`src/rtl/vga_pkg.sv`:
```
// Shared definitions for the VGA frame-buffer write path.
//   - Frame geometry (160x120, 1 bit per pixel) and address widths.
//   - Sized limit constants so comparisons stay width-matched.
//   - FB_ADDR packing helper: {row, column}.
//   - Arbiter state and last-grant encodings.
package vga_pkg;

    localparam int H_PIXELS  = 160;
    localparam int V_PIXELS  = 120;
    localparam int X_BITS    = 8;
    localparam int Y_BITS    = 7;
    localparam int ADDR_BITS = X_BITS + Y_BITS;

    // First out-of-range coordinate and last valid coordinate per axis.
    localparam logic [X_BITS-1:0] X_LIMIT = X_BITS'(H_PIXELS);
    localparam logic [Y_BITS-1:0] Y_LIMIT = Y_BITS'(V_PIXELS);
    localparam logic [X_BITS-1:0] X_LAST  = X_BITS'(H_PIXELS - 1);
    localparam logic [Y_BITS-1:0] Y_LAST  = Y_BITS'(V_PIXELS - 1);

    typedef enum logic {
        IDLE,
        FILL
    } state_t;

    // Which requester took the previous FILL-state write slot.
    typedef enum logic {
        GRANT_A,
        GRANT_FILL
    } grant_t;

    function automatic logic [ADDR_BITS-1:0] fb_addr_pack(
        input logic [X_BITS-1:0] x,
        input logic [Y_BITS-1:0] y
    );
        return {y, x};
    endfunction

endpackage

```
`src/rtl/vga_colour_sync.sv`:
```
// Foreground/background colour register with vertical-sync-aligned apply.
// A write lands in a pending register; the pending value is copied to the
// applied register only at the start of vertical sync, so the picture never
// changes colour part-way through a frame.
//   CLK            system clock
//   RESET          synchronous, active-high reset
//   COL_WE         load COL_DATA into the pending register
//   COL_DATA       new colour value ([15:8] foreground, [7:0] background)
//   VGA_VS         vertical sync, active low, generated from CLK
//   CONFIG_COLOURS applied colour register
module vga_colour_sync #(
    parameter logic [15:0] RESET_COLOURS = 16'hFF00
) (
    input  logic        CLK,
    input  logic        RESET,
    input  logic        COL_WE,
    input  logic [15:0] COL_DATA,
    input  logic        VGA_VS,
    output logic [15:0] CONFIG_COLOURS
);

    logic [15:0] pending;
    logic        vs_q;
    logic        vs_fall;

    // Sync is already in the CLK domain, so a single history flop suffices.
    assign vs_fall = vs_q & ~VGA_VS;

    // NOTE: non-blocking assignments make every right-hand side read the
    // pre-edge value, so a COL_WE in the edge cycle applies the old pending
    // value and the new one waits for the next frame.
    always_ff @(posedge CLK) begin
        if (RESET) begin
            vs_q           <= 1'b1;
            pending        <= RESET_COLOURS;
            CONFIG_COLOURS <= RESET_COLOURS;
        end else begin
            vs_q <= VGA_VS;
            if (COL_WE) begin
                pending <= COL_DATA;
            end
            if (vs_fall) begin
                CONFIG_COLOURS <= pending;
            end
        end
    end

endmodule

```
`src/rtl/vga_fb_write_arbiter.sv`:
```
// Owner of the frame-buffer write port. A single-pixel bus requester and an
// internal fill/clear engine share one write slot per cycle; while a fill
// runs they alternate round-robin. Writes are registered: a grant or fill
// slot in cycle n shows up on FB_WE/FB_ADDR/FB_DATA in cycle n+1.
//   CLK, RESET           clock, synchronous active-high reset
//   REQ_A/A_X/A_Y/A_PIXEL bus pixel-write request, held until GNT_A
//   GNT_A                combinational accept of the bus request
//   OOR_A                pulse: accepted request was out of range, dropped
//   FILL_START/VALUE     start a whole-frame fill with FILL_VALUE
//   FILL_ABORT           stop a running fill
//   FILL_BUSY            fill engine active
//   COL_WE/COL_DATA      colour register write
//   VGA_VS               vertical sync (active low) for colour apply
//   CONFIG_COLOURS       applied colour register
//   FB_WE/FB_ADDR/FB_DATA frame-buffer write port, FB_ADDR = {Y, X}
module vga_fb_write_arbiter
    import vga_pkg::*;
#(
    parameter logic [15:0] RESET_COLOURS = 16'hFF00
) (
    input  logic                 CLK,
    input  logic                 RESET,
    input  logic                 REQ_A,
    input  logic [X_BITS-1:0]    A_X,
    input  logic [Y_BITS-1:0]    A_Y,
    input  logic                 A_PIXEL,
    output logic                 GNT_A,
    output logic                 OOR_A,
    input  logic                 FILL_START,
    input  logic                 FILL_VALUE,
    input  logic                 FILL_ABORT,
    output logic                 FILL_BUSY,
    input  logic                 COL_WE,
    input  logic [15:0]          COL_DATA,
    input  logic                 VGA_VS,
    output logic [15:0]          CONFIG_COLOURS,
    output logic                 FB_WE,
    output logic [ADDR_BITS-1:0] FB_ADDR,
    output logic                 FB_DATA
);

    state_t              state, state_next;
    grant_t              last_grant, last_grant_next;
    logic [X_BITS-1:0]   fill_x;
    logic [Y_BITS-1:0]   fill_y;
    logic                fill_value;
    logic                fill_slot;
    logic                fill_last;
    logic                a_in_range;

    assign fill_last  = (fill_x == X_LAST) && (fill_y == Y_LAST);
    assign a_in_range = (A_X < X_LIMIT) && (A_Y < Y_LIMIT);
    // The final fill slot moves state to IDLE, so busy drops in the same
    // cycle that the last fill write appears on FB_WE.
    assign FILL_BUSY  = (state == FILL);

    // NOTE: every always_comb output gets a default first so no path
    // leaves a value unassigned and infers a latch.
    always_comb begin
        state_next      = state;
        last_grant_next = last_grant;
        GNT_A           = 1'b0;
        fill_slot       = 1'b0;
        unique case (state)
            IDLE: begin
                GNT_A = REQ_A;
                if (FILL_START) begin
                    state_next = FILL;
                end
            end
            FILL: begin
                if (REQ_A && last_grant == GRANT_FILL) begin
                    GNT_A           = 1'b1;
                    last_grant_next = GRANT_A;
                end else if (!FILL_ABORT) begin
                    fill_slot       = 1'b1;
                    last_grant_next = GRANT_FILL;
                end
                // A bus grant in the abort cycle still completes.
                if (FILL_ABORT || (fill_slot && fill_last)) begin
                    state_next = IDLE;
                end
            end
            default: begin
                state_next = IDLE;
            end
        endcase
    end

    always_ff @(posedge CLK) begin
        if (RESET) begin
            state      <= IDLE;
            last_grant <= GRANT_FILL;
            fill_x     <= '0;
            fill_y     <= '0;
            fill_value <= 1'b0;
            FB_WE      <= 1'b0;
            FB_ADDR    <= '0;
            FB_DATA    <= 1'b0;
            OOR_A      <= 1'b0;
        end else begin
            state      <= state_next;
            last_grant <= last_grant_next;

            if (state == IDLE && FILL_START) begin
                fill_x     <= '0;
                fill_y     <= '0;
                fill_value <= FILL_VALUE;
            end else if (fill_slot) begin
                if (fill_x == X_LAST) begin
                    fill_x <= '0;
                    fill_y <= fill_y + 1'b1;
                end else begin
                    fill_x <= fill_x + 1'b1;
                end
            end

            // Address and data hold their last values when nothing is written.
            FB_WE <= 1'b0;
            OOR_A <= 1'b0;
            if (GNT_A) begin
                if (a_in_range) begin
                    FB_WE   <= 1'b1;
                    FB_ADDR <= fb_addr_pack(A_X, A_Y);
                    FB_DATA <= A_PIXEL;
                end else begin
                    OOR_A <= 1'b1;
                end
            end else if (fill_slot) begin
                FB_WE   <= 1'b1;
                FB_ADDR <= fb_addr_pack(fill_x, fill_y);
                FB_DATA <= fill_value;
            end
        end
    end

    vga_colour_sync #(
        .RESET_COLOURS (RESET_COLOURS)
    ) u_colour_sync (
        .CLK            (CLK),
        .RESET          (RESET),
        .COL_WE         (COL_WE),
        .COL_DATA       (COL_DATA),
        .VGA_VS         (VGA_VS),
        .CONFIG_COLOURS (CONFIG_COLOURS)
    );

endmodule

```
`config.mk`:
```
export PLATFORM = sky130hd
export DESIGN_NAME = vga_fb_write_arbiter
export DESIGN_NICKNAME = d
export VERILOG_FILES = /design/src/rtl/vga_pkg.sv /design/src/rtl/vga_colour_sync.sv /design/src/rtl/vga_fb_write_arbiter.sv
export SDC_FILE = /design/constraint.sdc
export NUM_CORES = 1
export LEC_CHECK = 0
export CELL_PAD_IN_SITES_DETAIL_PLACEMENT = 0
export CELL_PAD_IN_SITES_GLOBAL_PLACEMENT = 2
export CORE_MARGIN = 3
export CORE_UTILIZATION = 28
export DETAILED_ROUTE_END_ITERATION = 12
export PLACE_DENSITY_LB_ADDON = 0.08
export SYNTH_ARGS = -nofsm -noshare
export SYNTH_HDL_FRONTEND = slang
export SYNTH_SLANG_ARGS = --single-unit
export TNS_END_PERCENT = 20
```
`constraint.sdc`:
```
create_clock -name CLK -period 2.04 [get_ports CLK]
set_clock_uncertainty 0.1 [all_clocks]
set_input_delay 0.408 -clock CLK [delete_from_list [all_inputs] [get_ports CLK]]
set_output_delay 0.408 -clock CLK [all_outputs]
set_load 0.05 [all_outputs]
```
==> results of run 1 <==
Yosys cell counts:
cell / number
dfxtp_1: 69
nand2_1: 50
mux2i_1: 34
a21oi_1: 33
nor2_1: 17
o31ai_1: 17
nand3_1: 16
clkbuf_1: 10
o21ai_0: 8
buf_2: 6
or3_1: 5
xnor2_1: 5
nand4_1: 4
nor2b_1: 4
inv_1: 3
nand2b_1: 3
and2_1: 2
buf_1: 2
ha_1: 2
nand4b_1: 2
nor4_1: 2
xor2_1: 2
a211oi_1: 1
and3_1: 1
and3_4: 1
and4_2: 1
and4b_1: 1
and4bb_4: 1
buf_4: 1
buf_6: 1
clkinv_1: 1
nand2_8: 1
nand4_4: 1
nor2_4: 1
nor3_1: 1
or2_2: 1
or4_1: 1
worst max path at each step:
stage                               to  slack [ns]  cells past startpoint
floorplan                        GNT_A        0.07                      5
global placement             fill_y[5]       0.008                      6
detailed placement           fill_y[5]        0.02                      6
CTS                 CONFIG_COLOURS[15]        0.02                      1
global route        CONFIG_COLOURS[11]       0.002                      1
finish              CONFIG_COLOURS[11]        0.06                      1
area by class of cell:
| class | count | area (sq um) | area share [%] |
|---|---|---|---|
| Clock buffer | 10 | 138 | 3.31 |
| Sequential cell | 69 | 1380 | 33.3 |
| Clock inverter | 6 | 134 | 3.22 |
| Multi-Input combinational cell | 218 | 1370 | 32.9 |
| Timing Repair Buffer | 100 | 953 | 22.9 |
| Inverter | 4 | 15.0 | 0.361 |
| Tap cell | 133 | 166 | 4.00 |
power by group through the flow:
stage                     clock network (mW)  registers (mW)  logic (mW)
after detailed placement                   0            1.49       0.619
after global routing                    1.61            1.47       0.655
after floorplan                            0            1.65       0.193
after global placement                     0            1.49       0.617
after CTS                               1.54            1.46       0.621
final                                   1.51            1.46       0.611
layer usage:
layer	part of all wire [%]	vias up
met5	0	-
li1	-	1271
met3	4.4	8
met4	1.1	0
met2	50	42
met1	45	1105
logic make-up after synthesis:
group	share of synthesized area, %
buffers and inverters	3.81
flip-flops	48.4
XOR/XNOR	2.15
AND/OR/NAND/NOR	21.0
AO/OA/AOI/OAI	11.9
multiplexers	11.9
adder cells (fa/ha/maj)	0.876
sequential cells by signal (all words and copies together), names as in the netlist:
name	count
fill_value	1
FB_WE	1
u_colour_sync.pending	16
FILL_BUSY	1
fill_x	8
FB_ADDR	15
last_grant	1
FB_DATA	1
fill_y	7
OOR_A	1
u_colour_sync.CONFIG_COLOURS	16
u_colour_sync.vs_q	1
per-stage QoR:
step	cell area (sq um)	cells	worst slack, ns
final	4160	540	0.0556
after global placement	3860	524	0.00839
after CTS	4140	540	0.0243
after floorplan	2860	311	0.0691
after global routing	4160	540	0.00231
after detailed placement	3860	524	0.0190
worst register-to-register path: stages, from the launching register on:
cell and delay, ns:
dfxtp_1 0.34, ha_1 0.21, and3_4 0.24, nand4_4 0.10
or4_1 0.50, a21oi_1 0.14
what timing repair did:
item	in CTS	in global routing
gates resized for setup	0	8
buffers inserted	0	0
endpoints found under the hold margin	0	0
setup endpoints to repair	0	8
==> impl_metrics.tcl, run 1 <==
set metrics [dict create \
    ys_seq_area_share_pct 48.4 \
    start_kind "flop" \
    rr_startpoint "fill_x[0]" \
    syn_avg_cell_area_sq_um 9.18 \
    ir_drop_uv 331 \
    finalSetupViolations 0 \
    cts_buffers 9 \
    syn_nets 353 \
    route.vias.total 2426 \
    slew-limit-headroom_pct 65.7 \
    power_frac_clock_pct 42.1 \
    fin_crit_sh_pct 97.3 \
    rsz0062_at_grt "false" \
    reg2reg_depth 5 \
    grt_overflow 0 \
    p_per_area_mw_per_mm2 861 \
    nets 444 \
    setup_tns_ns 0 \
    tritoncts "built" \
    status "complete, no violations" \
    clock.fmax_mhz 504 \
    rows 36 \
    crit_fanout 2 \
    grt_first_pass_wirelength_mm 12.5 \
    crit_family "buffers and inverters" \
    path_class "flop to primary output" \
    hold_buffers 0 \
    numClockSinks 69 \
    die_h_um 107 \
    grt.total_usage_pct 14.3 \
    avgRoutedWirePerCell_um 14.6 \
    cts.clk_slew.worst_paths_ns 0.08 \
    netlist.area_leader.share_pct 48.4 \
    min_from "u_colour_sync.pending[3]" \
    finalMaxSlewViolations 0 \
    maxCapViolations 0 \
    crit_chain "clkdlybuf4s50_1" \
    fp.dieW_um 107 \
    fin_crit_ns 1.98 \
    io_pins 76 \
    netlist_top_cells_area "dfxtp_1 (48%), mux2i_1 (12%), nand2_1 (6.6%), a21oi_1 (5.8%), o31ai_1 (4.5%)" \
    busiest_layer "met2" \
    whs_ns 0.349 \
    grt_pass1_vias 2400 \
    antenna_found_initial 0 \
    max_stage_delay_ns 0.80 \
    cp_data_required_time_ns 1.53 \
    use_met3_pct 3.85 \
    clockRootBuffer "clkbuf_8" \
    clkLatencyLatePin_ns 0.34 \
    dr.first_iter.drc_count 80 \
    dr.pass1.iters 4 \
    h-tree-depth 3 \
    yosysWarningCount 0 \
    gr-usage-met1_pct 17.5 \
    postLayoutCoreUtil_pct 42.1 \
    syn_area_sq_mm 0.00286 \
    p_seq_share_pct 40.8 \
    use_met2_pct 24.4 \
    tightestPinTransition_ns 0.512 \
    drc 0 \
    most-common-layout-cells "dfxtp_1 (68), nand2_1 (50), clkdlybuf4s50_1 (45), buf_4 (43), mux2i_1 (34)" \
    cp.arrival_ns 1.48 \
    p_comb_share_pct 17.1 \
    critPathBufInv 1 \
    portBuffers 75 \
    net-switching-power_mw 0.936 \
    holdPathStages 2 \
    antenna_left 0 \
    layout_commonest_cell "dfxtp_1" \
    start_util_pct 29.0 \
    yosys_register_bits 69 \
    worstReg2RegEnd "fill_y[5]" \
    synthCells 311 \
    gp_congestion 0.733 \
    cp_slowest_cell "clkdlybuf4s50_1" \
    min_to "u_colour_sync.CONFIG_COLOURS[3]" \
    dp_hpwl_mm 5.80 \
    intPower_mw 2.64 \
    hp-class "flop to flop" \
    p_leak_nw 1.75 \
    worstSetupEndpointType "primary output" \
    vias_per_cell 4.49 \
    layout-drive-gt1-share_pct 17.4 \
    yosysUniqueCellTypes 37 \
    hold_violations 0 \
    filler_cell_count 997 \
    clockBufferDepth 2 \
    area_growth_pct 45.5 \
    grt_max_degree 22 \
    startpoint "u_colour_sync.CONFIG_COLOURS[11]" \
    synth_top_cell_by_area "dfxtp_1" \
    p_total_mw 3.58 \
    antennaDiodeCount 0 \
    coreArea_sq_mm 0.00986 \
    wirelength_mm 7.86 \
    swShare_pct 26.2 \
    dieArea_sq_mm 0.0115 \
    ff2ff_setup_slack_ns 0.34 \
]
(Power assumes the default switching activity.)
==> inputs of run 2 (changes only) <==
- HOLD_SLACK_MARGIN: not set -> 0.15
- clock period: 2.04 -> 1.9 ns (I/O delays scaled with it)
==> impl_metrics.tcl, run 2 (synthesis gave the netlist of run 1 again) <==
set metrics [dict create \
    swShare_pct 28.2 \
    net-switching-power_mw 1.00 \
    h-tree-depth 3 \
    clockRootBuffer "clkbuf_8" \
    tritoncts "built" \
    p_comb_share_pct 19.2 \
    cp_slowest_cell "clkdlybuf4s50_1" \
    cts_buffers 9 \
    route.vias.total 2534 \
    dieArea_sq_mm 0.0115 \
    setup_tns_ns 0 \
    antennaDiodeCount 0 \
    hold_buffers 0 \
    p_per_area_mw_per_mm2 849 \
    postCtsSetupRepairBufs 0 \
    crit_chain "clkdlybuf4s50_1 -> buf_4 -> nand2b_2 -> inv_2 -> buf_12" \
    worstSetupEndpointType "primary output" \
    fin_crit_ns 1.84 \
    portBuffers 75 \
    io_pins 76 \
    clock.fmax_mhz 543 \
    p_total_mw 3.55 \
    seq_area_sq_mm 0.00139 \
    multi_input_area_sq_mm 0.00137 \
    min_from "u_colour_sync.pending[2]" \
    holdPathStages 2 \
    clockBufferDepth 2 \
    cp_data_required_time_ns 1.42 \
    dr.first_iter.drc_count 52 \
    gp_congestion 0.710 \
    rr_startpoint "fill_x[0]" \
    fp.dieW_um 107 \
    power_frac_clock_pct 36.6 \
    drc 0 \
    grt_max_degree 22 \
    grt.total_usage_pct 14.6 \
    path_class "input port to primary output" \
    max_stage_delay_ns 0.51 \
    crit_fanout 4 \
    whs_ns 0.342 \
    reg2reg_depth 5 \
    dp_hpwl_mm 5.93 \
    min_to "u_colour_sync.CONFIG_COLOURS[2]" \
    layout-drive-gt1-share_pct 24.0 \
    antenna_left 0 \
    top_regs "u_colour_sync.CONFIG_COLOURS x16, u_colour_sync.pending x16, FB_ADDR x15" \
    ir_drop_uv 361 \
    tightestPinTransition_ns 0.332 \
    dp_cells 538 \
    avgRoutedWirePerCell_um 14.6 \
    antenna_found_initial 0 \
    rsz0062_at_grt "false" \
    crit_family "buffers and inverters" \
    worstReg2RegEnd "fill_y[5]" \
    nets 458 \
    grt_pass1_vias 2561 \
    clkLatencyLatePin_ns 0.34 \
    grt_overflow 0 \
    layout_commonest_cell "buf_4" \
    start_kind "input port" \
    startpoint "REQ_A" \
    hold_violations 0 \
    final_cells 553 \
    start_util_pct 29.0 \
    area_growth_pct 46.2 \
    filler_cell_count 996 \
    vias_per_cell 4.58 \
    finalMaxSlewViolations 0 \
    postLayoutCoreUtil_pct 42.3 \
    grt_first_pass_wirelength_mm 12.9 \
    critPathBufInv 4 \
    intPower_mw 2.55 \
    numClockSinks 69 \
    maxCapViolations 0 \
    fin_crit_sh_pct 96.9 \
    dr.pass1.iters 4 \
    p_leak_nw 1.76 \
    die_h_um 107 \
    most-common-layout-cells "buf_4 (69), dfxtp_1 (67), nand2_1 (50), clkdlybuf4s50_1 (39), mux2i_1 (34)" \
    cp.arrival_ns 1.36 \
    p_seq_share_pct 44.2 \
    slew-limit-headroom_pct 77.6 \
    status "complete, no violations" \
    finalSetupViolations 0 \
    rows 36 \
    hp-class "flop to flop" \
    ff2ff_setup_slack_ns 0.17 \
    coreArea_sq_mm 0.00986 \
    wirelength_mm 8.10 \
    cts.clk_slew.worst_paths_ns 0.08 \
]
==> run 2: cell type report <==
class	count	area share, %
clock inverter	6	2.10
multi-input combinational	218	32.8
clock buffer	9	2.97
tap	133	3.98
inverter	4	0.359
timing repair buffer	114	24.6
sequential	69	33.2
==> run 2: timing repair <==
item                                    4_1_cts  5_1_grt
endpoints found under the setup margin        1        1
pin swaps                                     0        0
resized for setup                             2        1
==> run 2: worst max-delay path by stage <==
stage,endpoint,cells past startpoint
after floorplan,GNT_A,5
after global placement,fill_y[6],6
after detailed placement,fill_x[7],6
after CTS,GNT_A,5
after global routing,GNT_A,5
final,GNT_A,5
==> run 2: per-stage QoR <==
step | setup slack [ns] | instance area, sq um
3_3_place_gp | -0.146 | 3960
6_report | 0.0588 | 4180
4_1_cts | 0.00324 | 4180
2_1_floorplan | 0.0398 | 2860
3_5_place_dp | -0.176 | 3960
5_1_grt | 0.0213 | 4180
==> run 2: layer usage <==
metal / GRT usage, % / vias to the layer above / share of wire, %
met4: 3.11 / 0 / 0.83
met3: 4.58 / 5 / 4.3
li1: - / 1295 / -
met1: 17.0 / 1189 / 43
met5: 0 / - / 0
met2: 26.3 / 45 / 52
==> run 2: tightest hold or removal path, stage by stage, from the launching register on <==
cell and delay (ns):
dfxtp_1 0.31, nand2_1 0.05, a21oi_1 0.05
==> run 2: power by group through the flow <==
stage	logic, mW	clock network (mW)	registers, mW
after floorplan	0.208	0	1.77
after global placement	0.687	0	1.60
after detailed placement	0.688	0	1.60
after CTS	0.692	1.35	1.57
after global routing	0.731	1.41	1.58
final	0.682	1.30	1.57
==> RTL change: new RTL, settings of run 1 <==
Change the package constant `X_BITS` from 8 to 6.
--- a/src/rtl/vga_pkg.sv
+++ b/src/rtl/vga_pkg.sv
@@ -9,3 +9,3 @@
     localparam int V_PIXELS  = 120;
-    localparam int X_BITS    = 8;
+    localparam int X_BITS    = 6;
     localparam int Y_BITS    = 7;
Interface: changed (resized A_X and FB_ADDR); port bits go from 76 to 72. The function was not compared with the original's and may differ.
==> RTL change against run 1 <==
Power is 12% lower; worst setup slack worse by 0.0055 ns; synthesized area is 7.4% lower; wire length is 9.8% lower; register-to-register slack worse by 0.05 ns; synthesized cell count is 3.2% lower; hold slack better by 0.0035 ns; sequential share of layout area is 0.28 points higher; final area is 6.7% lower; first-iteration DRC count is 11% higher; sequential cell count is 4 lower; highest routed layer unchanged.
==> RTL change: results (changes against run 1) <==
Status -> finished, final reports clean
Cell count after synthesis -> 301 (-3.2%)
Yosys warning total -> 0 (unchanged)
Synth top cells by count -> nand2_1 (68), dfxtp_1 (65), nor2_1 (29), a21oi_1 (16), a311oi_1 (14)
Netlist cell types -> 40 (+8.1%)
GRT Resource Usage Total -> 0.136 (-0.00737)
Port bufs -> 71 (-5.3%)
WP data arrival -> 1.48 ns (about the same)
Peak supply drop -> 0.353 mV (+6.8%)
Final WL -> 7.10 mm (-9.8%)
First-pass GRT wire length -> 11.1 mm (-11%)
Hold slack final -> 0.353 ns (+0.00345 ns)
Via count -> 2324 (-4.2%)
Number of global-route vias before repair -> 2233 (-7.0%)
Dpl cell area -> 3620 sq um (-6.4%)
Placed cell count -> 485 (-7.4%)
Top cells by area, synth -> dfxtp_1 (49%), nand2_1 (9.6%), a311oi_1 (4.6%), nor2_1 (4.1%), mux2i_1 (3.8%)
Terminus of the critical flop-to-flop path -> FILL_BUSY
Largest net degree at the start of global routing -> 54 (+150%)
Ratio of cells with drive above 1 in the final layout -> 0.142 (-0.0320)
Initial DRC Count -> 89 (+11%)
Sequential share of the synthesized area -> 0.492 (+0.00838)
Via-to-Cell Ratio -> 4.64 (+3.3%)
CTS buffer count -> 9 (unchanged)
R2R Setup Slk -> 0.29 ns (-0.05 ns)
Largest regs -> u_colour_sync.CONFIG_COLOURS x16, u_colour_sync.pending x16, FB_ADDR x13
Nets -> 428 (-3.6%)
Endpoint, Worst Hold -> u_colour_sync.CONFIG_COLOURS[2]
CTS H-tree depth -> 3 (unchanged)
P_leak -> 1.67 nW (-4.8%)
CTS clk-pin slew, worst paths -> 0.08 ns (about the same)
Worst-Margin Slew -> 0.518 ns (+0.00503 ns)
Gpl congestion -> 0.794 (+8.3%)
R2R cell count -> 5 (unchanged)
HPWL Detailed -> 5.04 mm (-13%)
Worst R2R Start -> fill_y[1]
Critical path's largest stage delay -> 0.82 ns (+0.02 ns)
Hold Crit Depth -> 2 (unchanged)
Hold Crit Start -> u_colour_sync.pending[2]
1st-pass router iterations -> 4 (unchanged)
Fillcell total -> 926 (-7.1%)
Syn_nets -> 341 (-3.4%)
[RTL change: how the worst max path moves through the flow]
stage          startpoint          end  depth (start not counted)
2_1_floorplan   FILL_BUSY        GNT_A                          5
3_3_place_gp       A_X[5]  FB_ADDR[10]                          6
3_5_place_dp       A_Y[6]   FB_ADDR[9]                          6
4_1_cts        FB_ADDR[3]   FB_ADDR[3]                          1
5_1_grt        FB_ADDR[2]   FB_ADDR[2]                          1
6_report       FB_ADDR[2]   FB_ADDR[2]                          1
[RTL change: power by group]
| part | leakage [nW] | total (W) | switching, W | internal, W |
|---|---|---|---|---|
| Combinational | 1.04 | 0.000556 | 0.000320 | 0.000236 |
| Sequential | 0.534 | 0.00137 | 0.0000334 | 0.00134 |
| Clock | 0.0991 | 0.00121 | 0.000517 | 0.000692 |
| Total | 1.67 | 0.00314 | 0.000870 | 0.00226 |
[RTL change: layout make-up]
class	instances	area [sq um]	share of cell area
clock buffer	10	128	0.0329
clock inverter	6	91.3	0.0235
inverter	4	15.0	0.00387
multi-input combinational	213	1260	0.324
sequential	65	1300	0.335
tap	108	135	0.0348
timing repair buffer	95	951	0.245
[RTL change: metrics by stage]
stage                     worst slack [ns]  power [W]
after floorplan                      0.106    0.00172
after global placement             -0.0601    0.00196
after detailed placement            -0.128    0.00197
after CTS                          0.00974    0.00319
after global routing               0.00205    0.00328
final                               0.0501    0.00314
[RTL change: logic make-up after synthesis]
family / Yosys count / synth area share
adder cells (fa/ha/maj): 2 / 0.00946
XOR/XNOR: 2 / 0.00662
flip-flops: 65 / 0.492
multiplexers: 10 / 0.0378
buffers and inverters: 23 / 0.0364
AO/OA/AOI/OAI: 51 / 0.137
AND/OR/NAND/NOR: 148 / 0.281
[RTL change: repair_timing]
| action | CTS | global route |
|---|---|---|
| gates resized for setup | 0 | 17 |
| buffers inserted | 0 | 0 |
| setup endpoints to repair | 0 | 17 |
[RTL change: metal layers]
| metal | GRT usage | part of all wire | up-vias |
|---|---|---|---|
| met5 | 0 | 0 | - |
| met4 | 0.0359 | 0.011 | 0 |
| met3 | 0.0449 | 0.064 | 6 |
| met2 | 0.179 | 0.41 | 58 |
| met1 | 0.209 | 0.52 | 1041 |
| li1 | - | - | 1219 |
